File: config.mk
export PLATFORM = sky130hd
export DESIGN_NAME = usr_shift_ctrl
export DESIGN_NICKNAME = d
export VERILOG_FILES = /design/src/rtl/usr_pkg.sv /design/src/rtl/usr_shift_ctrl.sv
export SDC_FILE = /design/constraint.sdc
export NUM_CORES = 1
export LEC_CHECK = 0
export BUFFER_PORTS_ARGS = -buffer_cell sky130_fd_sc_hd__buf_2
export CAP_MARGIN = 30
export CORE_MARGIN = 4
export CORE_UTILIZATION = 44
export DETAILED_ROUTE_END_ITERATION = 8
export PLACE_DENSITY = 0.76
export SLEW_MARGIN = 15
export SYNTH_ARGS = -nofsm -noshare
export SYNTH_HDL_FRONTEND = slang
export SYNTH_SLANG_ARGS = --single-unit
File: constraint.sdc
create_clock -name clk -period 1.85 [get_ports clk]
set_input_delay 0.2775 -clock clk [delete_from_list [all_inputs] [get_ports clk]]
set_output_delay 0.2775 -clock clk [all_outputs]
set_load 0.03 [all_outputs]
File: src/rtl/usr_pkg.sv
// Shared encodings for the universal shift register and its sequencer.
// Select codes, FSM states and command field values live here.
package usr_pkg;

  localparam logic [1:0] SEL_HOLD = 2'b00;
  localparam logic [1:0] SEL_SHR  = 2'b01;
  localparam logic [1:0] SEL_SHL  = 2'b10;
  localparam logic [1:0] SEL_LOAD = 2'b11;

  localparam logic MODE_TX = 1'b0;
  localparam logic MODE_RX = 1'b1;

  localparam logic DIR_R = 1'b0;
  localparam logic DIR_L = 1'b1;

  typedef enum logic [1:0] {
    IDLE  = 2'b00,
    LOAD  = 2'b01,
    SHIFT = 2'b10,
    DONE  = 2'b11
  } usr_state_e;

  function automatic logic [1:0] shift_sel(
    input logic dir
  );
    return (dir == DIR_L) ? SEL_SHL : SEL_SHR;
  endfunction

endpackage

File: src/rtl/usr_shift_ctrl.sv
// Command sequencer for the universal shift register.
// TX loads then shifts a word out; RX shifts WIDTH bits in.
module usr_shift_ctrl
  import usr_pkg::*;
#(
  parameter int   WIDTH = 4,
  parameter logic FILL  = 1'b0
) (
  input  logic             clk,
  input  logic             rst,
  input  logic             cmd_valid,
  output logic             cmd_ready,
  input  logic             cmd_mode,
  input  logic             cmd_dir,
  input  logic [WIDTH-1:0] cmd_data,
  input  logic             ser_in,
  input  logic [WIDTH-1:0] usr_q,
  output logic [1:0]       usr_sel,
  output logic [WIDTH-1:0] usr_d,
  output logic             usr_sr_in,
  output logic             usr_sl_in,
  output logic             ser_out,
  output logic             ser_out_valid,
  output logic             rx_valid,
  output logic [WIDTH-1:0] rx_data,
  output logic             done
);

  localparam int CW = (WIDTH > 1) ? $clog2(WIDTH) : 1;
  localparam logic [CW-1:0] CNT_LAST = CW'(WIDTH - 1);

  usr_state_e       state_q, state_d;
  logic [CW-1:0]    cnt_q, cnt_d;
  logic             mode_q, mode_d;
  logic             dir_q, dir_d;
  logic [WIDTH-1:0] data_q, data_d;

  // State and captured command; reset leaves sel at hold.
  always_ff @(posedge clk or posedge rst) begin
    if (rst) begin
      state_q <= IDLE;
      cnt_q   <= '0;
      mode_q  <= MODE_TX;
      dir_q   <= DIR_R;
      data_q  <= '0;
    end else begin
      state_q <= state_d;
      cnt_q   <= cnt_d;
      mode_q  <= mode_d;
      dir_q   <= dir_d;
      data_q  <= data_d;
    end
  end

  // Next state and register controls, all decoded from state.
  always_comb begin
    state_d       = state_q;
    cnt_d         = cnt_q;
    mode_d        = mode_q;
    dir_d         = dir_q;
    data_d        = data_q;
    cmd_ready     = 1'b0;
    usr_sel       = SEL_HOLD;
    usr_d         = '0;
    usr_sr_in     = FILL;
    usr_sl_in     = FILL;
    ser_out_valid = 1'b0;
    rx_valid      = 1'b0;
    done          = 1'b0;
    unique case (state_q)
      IDLE: begin
        cmd_ready = 1'b1;
        if (cmd_valid) begin
          mode_d = cmd_mode;
          dir_d  = cmd_dir;
          data_d = cmd_data;
          cnt_d  = '0;
          if (cmd_mode == MODE_RX)
            state_d = SHIFT;
          else
            state_d = LOAD;
        end
      end
      LOAD: begin
        usr_sel = SEL_LOAD;
        usr_d   = data_q;
        cnt_d   = '0;
        state_d = SHIFT;
      end
      SHIFT: begin
        usr_sel = shift_sel(dir_q);
        if (mode_q == MODE_TX) begin
          ser_out_valid = 1'b1;
        end else if (dir_q == DIR_L) begin
          usr_sl_in = ser_in;
        end else begin
          usr_sr_in = ser_in;
        end
        if (cnt_q == CNT_LAST) begin
          cnt_d   = '0;
          state_d = DONE;
        end else begin
          cnt_d = cnt_q + 1'b1;
        end
      end
      DONE: begin
        done     = 1'b1;
        rx_valid = (mode_q == MODE_RX);
        state_d  = IDLE;
      end
      default: begin
        state_d = IDLE;
      end
    endcase
  end

  // Serial tap follows the captured direction; qualify with valid.
  always_comb begin
    ser_out = (dir_q == DIR_L) ? usr_q[WIDTH-1] : usr_q[0];
    rx_data = usr_q;
  end

endmodule
### Word level (Yosys, flattened, before mapping)

Index checks and enable logic that the tools add are counted.

| operators by class | value |
|---|---|
| reduce and logical (&&, ||, !) cells | 5 |
| muxes and demuxes | 22 |
| equal/unequal tests | 6 |
| add/sub/neg operators | 1 |

Operators by type and width:

| operator | number |
|---|---|
| $mux W1 | 12 |
| $mux W2 | 6 |
| $pmux W2 S4 | 1 |
| $eq A2 B2 Y1 const B | 3 |
| $pmux W2 S3 | 1 |
| $reduce_and A2 Y1 | 3 |
| $mux W4 | 1 |
| $ne A2 B2 Y1 const B | 2 |
| $pmux W2 S2 | 1 |
| $reduce_bool A3 Y1 | 1 |
| $add A2 B1 Y2 const B | 1 |
| $eq A2 B1 Y1 const B | 1 |
| $logic_not A2 Y1 | 1 |

| storage, ports and cells | value |
|---|---|
| output and inout port bits | 17 |
| word-level logic and storage cells | 39 |
| bits of input ports | 14 |
| flip-flop bits (word level) | 10 |

### Longest topological paths before layout

Gate-level depths: netlist of the first run.

| depth | value |
|---|---|
| word-level depth | 3 |
| gate-level depth with buffers | 5 |
| gate-level depth less buffers | 5 |

### Worst setup path after synthesis of the first run

OpenSTA, ideal clock, no wires.

| timing path | value |
|---|---|
| path type | flip-flop to flip-flop |
| from | register state_q[0] |
| to | register cnt_q[0] |
| stages on the path, launching flop included | 6 |
| clock period less this slack | 1610 ps |
| setup slack | 240 ps |
| arrival time | 1485 ps |
| path buffers | 0 |
| required time | 1725 ps |
| cells stage by stage | dfrtp_1 > inv_1 > ha_1 > nor2b_4 > nor2_1 > mux2_4 |

| on the way | value |
|---|---|
| longest elaborated chain between the ends | 3 |
| elaborated cells on any way between the ends | 7 |

Ends and longest elaborated chain:

| what | RTL line | RTL |
|---|---|---|
| start, declared | usr_shift_ctrl.sv:32 | `usr_state_e state_q, state_d;` |
| start signal, assigned | usr_shift_ctrl.sv:47 | `state_q <= state_d;` |
| $eq A2 B2 Y1, or another cell as far along | usr_shift_ctrl.sv:70 | `unique case (state_q)` |
| $reduce_bool A3 Y1 (no line) / $ne A2 B2 Y1 (equally long branches) | -- |  |
| $reduce_and A2 Y1 (no line) | -- |  |
| end signal, assigned | usr_shift_ctrl.sv:48 | `cnt_q <= cnt_d;` |
| end, declared | usr_shift_ctrl.sv:33 | `logic [CW-1:0] cnt_q, cnt_d;` |

Several ways; a longest one is shown, not always the timed one.
A chain may end at the register's enable or synchronous reset.

### Worst setup path after layout of the first run

| timing path | value |
|---|---|
| from | register state_q[1] |
| to | output port usr_sel[1] |

| on the way | value |
|---|---|
| longest elaborated chain between the ends | 2 |
| elaborated cells on any way between the ends | 3 |

Ends and longest elaborated chain:

| what | RTL line | RTL |
|---|---|---|
| $eq A2 B2 Y1 / $eq A2 B1 Y1 (equally long branches) | usr_shift_ctrl.sv:70 |  |
| $pmux W2 S2 * | usr_shift_ctrl.sv:70 |  |
| end, declared | usr_shift_ctrl.sv:18 | `output logic [1:0] usr_sel,` |

Mark *: on every way between the ends. The rest lies on a longest branch, timed or not.

==> impl_metrics.yaml, run 1 <==
clock_network:
  cts_tree: "built"
  insertion_delay_ns: 0.26
  clk_pin_slew_worst_paths_ns: 0.07
  cts_buffers: 3
  cts.path.max_buffers: 2
  clockRootBuffer: "clkbuf_4"
  htreeDepth: 1
  cts.sink_count: 10
  post_cts_buffers: 0
critical_path:
  crit_chain: "inv_1 -> ha_1 -> a21oi_1 -> nor2b_1 -> buf_2"
  cp-start-kind: "flop"
  max_stage_delay_ns: 0.41
  required_ns: 1.57
  r2r_slack_ns: 0.35
  crit_start: "state_q[1]"
  timing.rr.end: "state_q[0]"
  cp_data_arrival_time_ns: 1.44
  r2r_start: "state_q[1]"
  crit_path_end_kind: "output port"
  path_class: "reg -> out"
  slowest_stage: "dfrtp_1"
  reg2reg_depth: 5
  cp_max_fo: 6
die:
  fp.dieArea_um2: 2170
  core_um2: 1350
  start_util: 0.486
  io_pins: 31
  rows: 13
  die_w_um: 46.6
  fp.dieH_um: 46.6
grt:
  overflow: 0
  grt_antenna_before_repair: 0
  grt_usage: 0.132
  grt_pass1_wl_um: 2020
  grt_pass1_vias: 489
  grt_max_degree: 11
sta:
  finalCritPeriodShare: 0.930
  max_freq_mhz: 581
  tns_ns: 0
  worst_pin_slew_ns: 0.383
  holdWs_ns: 0.240
  hold_viol_final: 0
  skew_ns: 0.00624
  slew-limit-headroom: 0.744
  rsz0062_at_grt: "no"
  post-route-min-period_ns: 1.72
  finalMaxSlewViolations: 0
  finalSetupViolations: 0
  fin_ws_ns: 0.129
routing:
  postRouteAntennaNets: 0
  wl_um: 1300
  dr.pass1.iters: 1
  vias_per_cell: 5.07
  first_iter_violations: 0
  num_vias: 517
  routedWlPerCell_um: 12.8
  drc: 0
run:
  cap_violations: 0
finish:
  final_common_cell: "buf_2"
  stdcell_area_um2: 823
  fill_cells: 121
  diodes: 0
  area_growth_pct: 25.6
  finalNonFillerCells: 102
  finish.utilization: 0.610
  final_cell_mix: "26 x buf_2, 10 x dfrtp_1, 7 x mux2_2"
  layout-drive-gt1-share: 0.506
  final_net_count: 109
logic_synthesis:
  syn-instance-count: 60
  syn_avg_cell_area_um2: 10.9
  synth-seq-area-share: 0.382
  ys_seq_elements: 10
  synth_top_cells_by_area: "dfrtp_1 38%, ha_1 13%, mux2_2 12%"
  yosys_warnings: 0
  syn_area_um2: 656
  syn_nets: 81
  ys_types: 19
  netlist.area_leader.share: 0.382
  yosys.area.top_type: "dfrtp_1"
placement:
  hpwl_um: 1100
  gp_congestion: 0.714
  io_buffer_count: 26
  placedCellCount: 97
  placedInstanceArea_um2: 774
  pre_cts_ws_ns: 0.323
outcome:
  outcome: "complete, no violations"
power_and_ir_drop:
  leakagePower_nw: 0.448
  fin_total_pwr_mw: 1.54
  ir_drop_v: 0.000862
  power.density_nw_per_um2: 1860
worst_hold_path:
  min_to: "dir_q"
  hold_path.startpoint: "cmd_dir"
  min_path_cells: 2
  min-delay-path-class: "in -> reg"
-- cells by family (layout without fill, tap and decap cells) --
kind of cell,after synthesis,in the layout,share of synthesized area
DFF,10,10,0.382
and+or+nand+nor,16,16,0.145
buffers and inverters,10,37,0.0802
muxes,12,12,0.212
adders and majority gates,7,7,0.134
AOI/OAI and AO/OA,5,5,0.0477
-- timing repair --
action | in CTS | in global routing
hold endpoints to repair | 10 | 0
resized for setup | 0 | 2
hold buffers | 1 | 0
endpoints found under the setup margin | 0 | 2
-- cells in the mapped netlist --
master,instances
nand2_1,1
a21oi_1,2
o21ai_0,1
ha_1,7
nand3_1,1
a21oi_2,1
o31ai_1,1
nor2b_1,3
inv_1,6
mux2_2,7
mux2_4,2
mux2i_1,3
nor2b_4,1
nor2_1,3
buf_4,4
nand2_2,1
and2_1,5
nor3_1,1
dfrtp_1,10
-- worst max-delay path by stage --
stage                       endpoint  cells past startpoint
final                     usr_sel[1]                      5
after global routing      usr_sel[1]                      5
after detailed placement  state_q[0]                      5
after global placement    state_q[0]                      5
after CTS                  usr_sl_in                      5
after floorplan             cnt_q[0]                      5
-- per-layer routing --
metal | vias up | routed length (um) | GRT usage
li1 | 249 | - | -
met1 | 246 | 540 | 0.152
met2 | 20 | 649 | 0.223
met3 | 2 | 96 | 0.0547
met4 | 0 | 17 | 0.0341
met5 | - | 0 | 0
-- cell type report --
class | count | area, um^2 | share of cell area
repair buffers | 27 | 140 | 0.170
well taps | 15 | 18.8 | 0.0228
multi-input cells | 40 | 355 | 0.432
inverters | 6 | 22.5 | 0.0274
clock buffers | 4 | 36.3 | 0.0441
flip-flops and latches | 10 | 250 | 0.304
-- report_power, final --
group	internal (mW)	switching (mW)
sequential	0.330	0.0847
clock	0.119	0.0738
combinational	0.400	0.527
-- flip-flops by register name, summed over array words and instances, names as in the netlist --
| register | count |
|---|---|
| dir_q | 1 |
| data_q | 4 |
| cnt_q | 2 |
| mode_q | 1 |
| state_q | 2 |
-- worst max-delay path: cells and delay by family, from the launching register on --
kind / cells / cell delay [ns]
AND/OR/NAND/NOR: 1 / 0.11
AO/OA/AOI/OAI: 1 / 0.07
flip-flops: 1 / 0.41
buffers and inverters: 2 / 0.34
adder cells (fa/ha/maj): 1 / 0.26
Power figures use the tool's default switching activity.
==> run 2, diff against run 1 <==
--- a/config.mk
+++ b/config.mk
@@ -10,6 +10,7 @@
 export CORE_MARGIN = 4
 export CORE_UTILIZATION = 44
 export DETAILED_ROUTE_END_ITERATION = 8
+export MAX_ROUTING_LAYER = met4
 export PLACE_DENSITY = 0.76
 export SLEW_MARGIN = 15
 export SYNTH_ARGS = -nofsm -noshare
==> impl_metrics.yaml, run 2 (synthesis gave the netlist of run 1 again) <==
outcome:
  outcome: "complete, no violations"
finish:
  final_cell_mix: "26 x buf_2, 10 x dfrtp_1, 7 x mux2_2"
  final_net_count: 109
  area_growth_pct: 25.6
  regArea_um2: 250
  final_common_cell: "buf_2"
  largestRegisters: "data_q (4), cnt_q (2), state_q (2)"
  multiInputGateArea_um2: 355
  largest_reg_flops: 4
  stdcell_area_um2: 823
  regMostFlops: "data_q"
  finalNonFillerCells: 102
  diodes: 0
  fill_cells: 121
  layout-drive-gt1-share: 0.506
sta:
  max_freq_mhz: 581
  hold_viol_final: 0
  tns_ns: 0
  finalSetupViolations: 0
  rsz0062_at_grt: "no"
  post-route-min-period_ns: 1.72
  holdWs_ns: 0.240
  skew_ns: 0.00624
  slew-limit-headroom: 0.744
  finalMaxSlewViolations: 0
  worst_pin_slew_ns: 0.383
  finalCritPeriodShare: 0.930
grt:
  overflow: 0
  grt_max_degree: 11
  grt_antenna_before_repair: 0
  grt_pass1_vias: 488
  grt_usage: 0.135
  grt_pass1_wl_um: 2020
die:
  io_pins: 31
  die_w_um: 46.6
  fp.dieArea_um2: 2170
  core_um2: 1350
  rows: 13
  fp.dieH_um: 46.6
  start_util: 0.486
clock_network:
  insertion_delay_ns: 0.26
  cts_buffers: 3
  post_cts_buffers: 0
  cts.sink_count: 10
  clockRootBuffer: "clkbuf_4"
  clk_pin_slew_worst_paths_ns: 0.07
  htreeDepth: 1
  cts_tree: "built"
  cts.path.max_buffers: 2
routing:
  vias_per_cell: 5.07
  wl_um: 1300
  dr.pass1.iters: 1
  postRouteAntennaNets: 0
  first_iter_violations: 0
  drc: 0
  num_vias: 517
  routedWlPerCell_um: 12.8
critical_path:
  path_class: "reg -> out"
  max_stage_delay_ns: 0.41
  crit_path_end_kind: "output port"
  cp_max_fo: 6
  slowest_stage: "dfrtp_1"
  required_ns: 1.57
  cp_data_arrival_time_ns: 1.44
  crit_chain: "inv_1 -> ha_1 -> a21oi_1 -> nor2b_1 -> buf_2"
  cp-start-kind: "flop"
power_and_ir_drop:
  p_comb_frac: 0.604
  leakagePower_nw: 0.448
  p_clk_frac: 0.126
  swShare: 0.447
  switchingPower_mw: 0.686
  power.density_nw_per_um2: 1860
  fin_total_pwr_mw: 1.54
  p_int_mw: 0.849
  power.share.sequential: 0.270
  ir_drop_v: 0.000862
placement:
  placedInstanceArea_um2: 774
  hpwl_um: 1100
  io_buffer_count: 26
  placedCellCount: 97
  gp_congestion: 0.722
worst_hold_path:
  min-delay-path-class: "in -> reg"
run:
  cap_violations: 0
-- run 2: final timing paths --
check	startpoint	endpoint	slack, ns	depth (start not counted)
worst max-delay path	state_q[1]	usr_sel[1]	0.13	5
max in group asynchronous	rst	data_q[0]	1.04	3
worst min-delay path	cmd_dir	dir_q	0.24	2
worst max register to register	state_q[1]	state_q[0]	0.35	5
worst min register to register	data_q[0]	data_q[0]	0.50	1
min in group asynchronous	rst	data_q[3]	0.53	3
-- run 2: power groups by stage --
stage	combinational (mW)	sequential [mW]	clock, mW
2_1_floorplan	0.750	0.391	0
3_3_place_gp	0.919	0.410	0
3_5_place_dp	0.932	0.419	0
4_1_cts	0.936	0.413	0.201
5_1_grt	1.02	0.429	0.213
6_report	0.927	0.415	0.193
-- run 2: cell type report --
type | instances | share of cell area
multi-input combinational | 40 | 0.432
sequential | 10 | 0.304
timing repair buffer | 27 | 0.170
clock buffer | 4 | 0.0441
inverter | 6 | 0.0274
tap | 15 | 0.0228
-- run 2: stage by stage --
stage	setup slack, ns	util
after floorplan	0.240	-
after global placement	0.387	0.574
after detailed placement	0.323	0.574
after CTS	0.0814	0.608
after global routing	0.0294	0.610
final	0.129	0.610
-- run 2: timing repair --
item,in CTS,in global routing
endpoints found under the setup margin,0,2
resized for setup,0,2
hold endpoints to repair,10,0
hold buffers,1,0
-- run 2: critical path: cells and delay by family, from the launching register on --
kind                     cells  cell delay (ns)
AO/OA/AOI/OAI                1             0.07
flip-flops                   1             0.41
buffers and inverters        2             0.34
adder cells (fa/ha/maj)      1             0.26
AND/OR/NAND/NOR              1             0.11
-- run 2: metal layers --
metal | GRT usage | vias up | wire, um | share of wire
li1 | - | 249 | - | -
met4 | 0.0341 | 0 | 17 | 0.013
met1 | 0.152 | 246 | 540 | 0.41
met3 | 0.0547 | 2 | 96 | 0.074
met2 | 0.223 | 20 | 649 | 0.50
met5 | - | - | 0 | 0
==> run 3, diff against run 2 <==
--- a/config.mk
+++ b/config.mk
@@ -5,6 +5,7 @@
 export SDC_FILE = /design/constraint.sdc
 export NUM_CORES = 1
 export LEC_CHECK = 0
+export ABC_AREA = 1
 export BUFFER_PORTS_ARGS = -buffer_cell sky130_fd_sc_hd__buf_2
 export CAP_MARGIN = 30
 export CORE_MARGIN = 4
==> impl_metrics.yaml, run 3 <==
logic_synthesis:
  synth-seq-area-share: 0.377
  ys.flop_type: "dfrtp_1"
  syn_nets: 114
  synth_top_cells_by_area: "dfrtp_1 38%, nand2_1 18%, ha_1 13%"
  synth.most_common_cell: "nand2_1"
  ys_seq_elements: 10
  postSynth.asyncResetShare: 1.00
  syn_avg_cell_area_um2: 7.14
  syn_area_um2: 664
  synthTopCellsByCount: "32 x nand2_1, 15 x inv_1, 10 x dfrtp_1"
  ys_types: 12
  netlist.area_leader.share: 0.377
  yosys_warnings: 0
  synth_edf_count: 0
  syn-instance-count: 93
  yosys.area.top_type: "dfrtp_1"
die:
  io_pins: 31
  fp.dieArea_um2: 2200
  fp.dieH_um: 46.9
  rows: 13
  core_um2: 1370
  die_w_um: 46.9
  start_util: 0.486
routing:
  first_iter_violations: 5
  routedWlPerCell_um: 10.3
  drc: 0
  wl_um: 1360
  num_vias: 594
  dr.pass1.iters: 4
  postRouteAntennaNets: 0
  vias_per_cell: 4.47
finish:
  largest_reg_flops: 4
  area_growth_pct: 22.0
  final_common_cell: "nand2_1"
  diodes: 0
  fill_cells: 138
  finalNonFillerCells: 133
  largestRegisters: "data_q (4), cnt_q (2), state_q (2)"
  layout-drive-gt1-share: 0.322
  final_net_count: 141
  regMostFlops: "data_q"
  final_cell_mix: "32 x nand2_1, 26 x buf_2, 15 x inv_1"
sta:
  holdWs_ns: -0.00781
  skew_ns: 0.00280
  rsz0062_at_grt: "no"
  finalCritPeriodShare: 0.950
  max_freq_mhz: 569
  hold_viol_final: 10
  finalMaxSlewViolations: 0
  tns_ns: 0
  post-route-min-period_ns: 1.76
  slew-limit-headroom: 0.724
  finalSetupViolations: 0
  worst_pin_slew_ns: 0.413
clock_network:
  cts_tree: "built"
  insertion_delay_ns: 0.26
  cts.path.max_buffers: 2
  hold_buffers: 0
  post_cts_buffers: 0
  htreeDepth: 1
  clk_pin_slew_worst_paths_ns: 0.06
  cts_buffers: 3
  cts.sink_count: 10
  post_cts_resized: 0
  clockRootBuffer: "clkbuf_4"
run:
  cap_violations: 0
critical_path:
  timing.rr.end: "dir_q"
  reg2reg_depth: 5
  crit_chain: "inv_1 -> ha_2 -> inv_1 -> a21oi_1 -> buf_2"
  r2r_start: "state_q[1]"
  cp-start-kind: "flop"
  path_class: "reg -> out"
  cp_data_arrival_time_ns: 1.48
  cp_max_fo: 5
  cp_num_buf_inv: 3
  max_stage_delay_ns: 0.43
  slowest_stage: "dfrtp_1"
  crit_top_cell: "inv_1"
  path_depth: 5
  critPathTopFamily: "flip-flops"
  crit_path_end_kind: "output port"
  required_ns: 1.57
  r2r_slack_ns: 0.51
placement:
  hpwl_um: 1130
  gp_congestion: 0.705
  io_buffer_count: 26
  placedCellCount: 130
grt:
  grt_pass1_wl_um: 2030
  grt_antenna_before_repair: 0
  grt_usage: 0.140
  grt_max_degree: 11
  grt_pass1_vias: 486
  overflow: 0
worst_hold_path:
  min-delay-path-class: "in -> async"
power_and_ir_drop:
  power.density_nw_per_um2: 1640
  ir_drop_v: 0.000833
  leakagePower_nw: 0.518
outcome:
  outcome: "complete, but fails checks"
  violations: "negative hold slack"
run 3: metrics by stage:
stage	instance area (um^2)	hold WS [ns]	setup WS, ns	util	power, mW
6_report	811	-0.00781	0.0917	0.593	1.33
4_1_cts	806	0.00513	0.0369	0.590	1.34
3_3_place_gp	783	0.281	0.362	0.573	1.17
2_1_floorplan	664	0.118	0.296	-	1.00
5_1_grt	811	0.0217	0.00425	0.593	1.46
3_5_place_dp	783	0.287	0.327	0.573	1.19
run 3: cell type report:
cell class	count	area [um^2]	share of cell area
clock buffer	3	22.5	0.0278
inverter	18	67.6	0.0833
multi-input combinational	61	322	0.397
sequential	10	250	0.309
tap	15	18.8	0.0231
timing repair buffer	26	130	0.160
run 3: power by group:
part	internal (mW)	total (mW)	leakage, nW	switching (mW)
Clock	0.0750	0.146	0.0138	0.0708
Combinational	0.251	0.789	0.380	0.538
Sequential	0.318	0.394	0.125	0.0758
Total	0.643	1.33	0.518	0.685
run 3: metal layers:
metal	vias to the layer above	share of wire	track usage
li1	330	-	-
met2	19	0.44	0.203
met3	4	0.083	0.0230
met4	0	0.026	0.0994
met1	241	0.45	0.172
met5	-	0	-
run 3: worst reg2reg max path, cell delays in order, from the launching register on:
cell and delay [ns]:
dfrtp_1 0.43, inv_1 0.13, ha_1 0.33, nand2_2 0.18, nor2_1 0.12, a21oi_1 0.05
run 3: worst max path at each step:
stage	end	slack, ns	from
finish	usr_sel[0]	0.09	state_q[1]
global route	usr_sel[0]	0.004	state_q[1]
CTS	usr_sel[0]	0.04	state_q[1]
detailed placement	usr_sel[0]	0.33	state_q[1]
global placement	usr_sel[0]	0.36	state_q[1]
floorplan	usr_sel[0]	0.30	state_q[1]
run 3: cells by family (layout without fill, tap and decap cells):
logic type / Yosys count / in the layout / synth area share
AO/OA/AOI/OAI: 8 / 8 / 0.0603
AND/OR/NAND/NOR: 46 / 46 / 0.284
buffers and inverters: 22 / 47 / 0.147
flip-flops: 10 / 10 / 0.377
adder cells (fa/ha/maj): 7 / 7 / 0.132
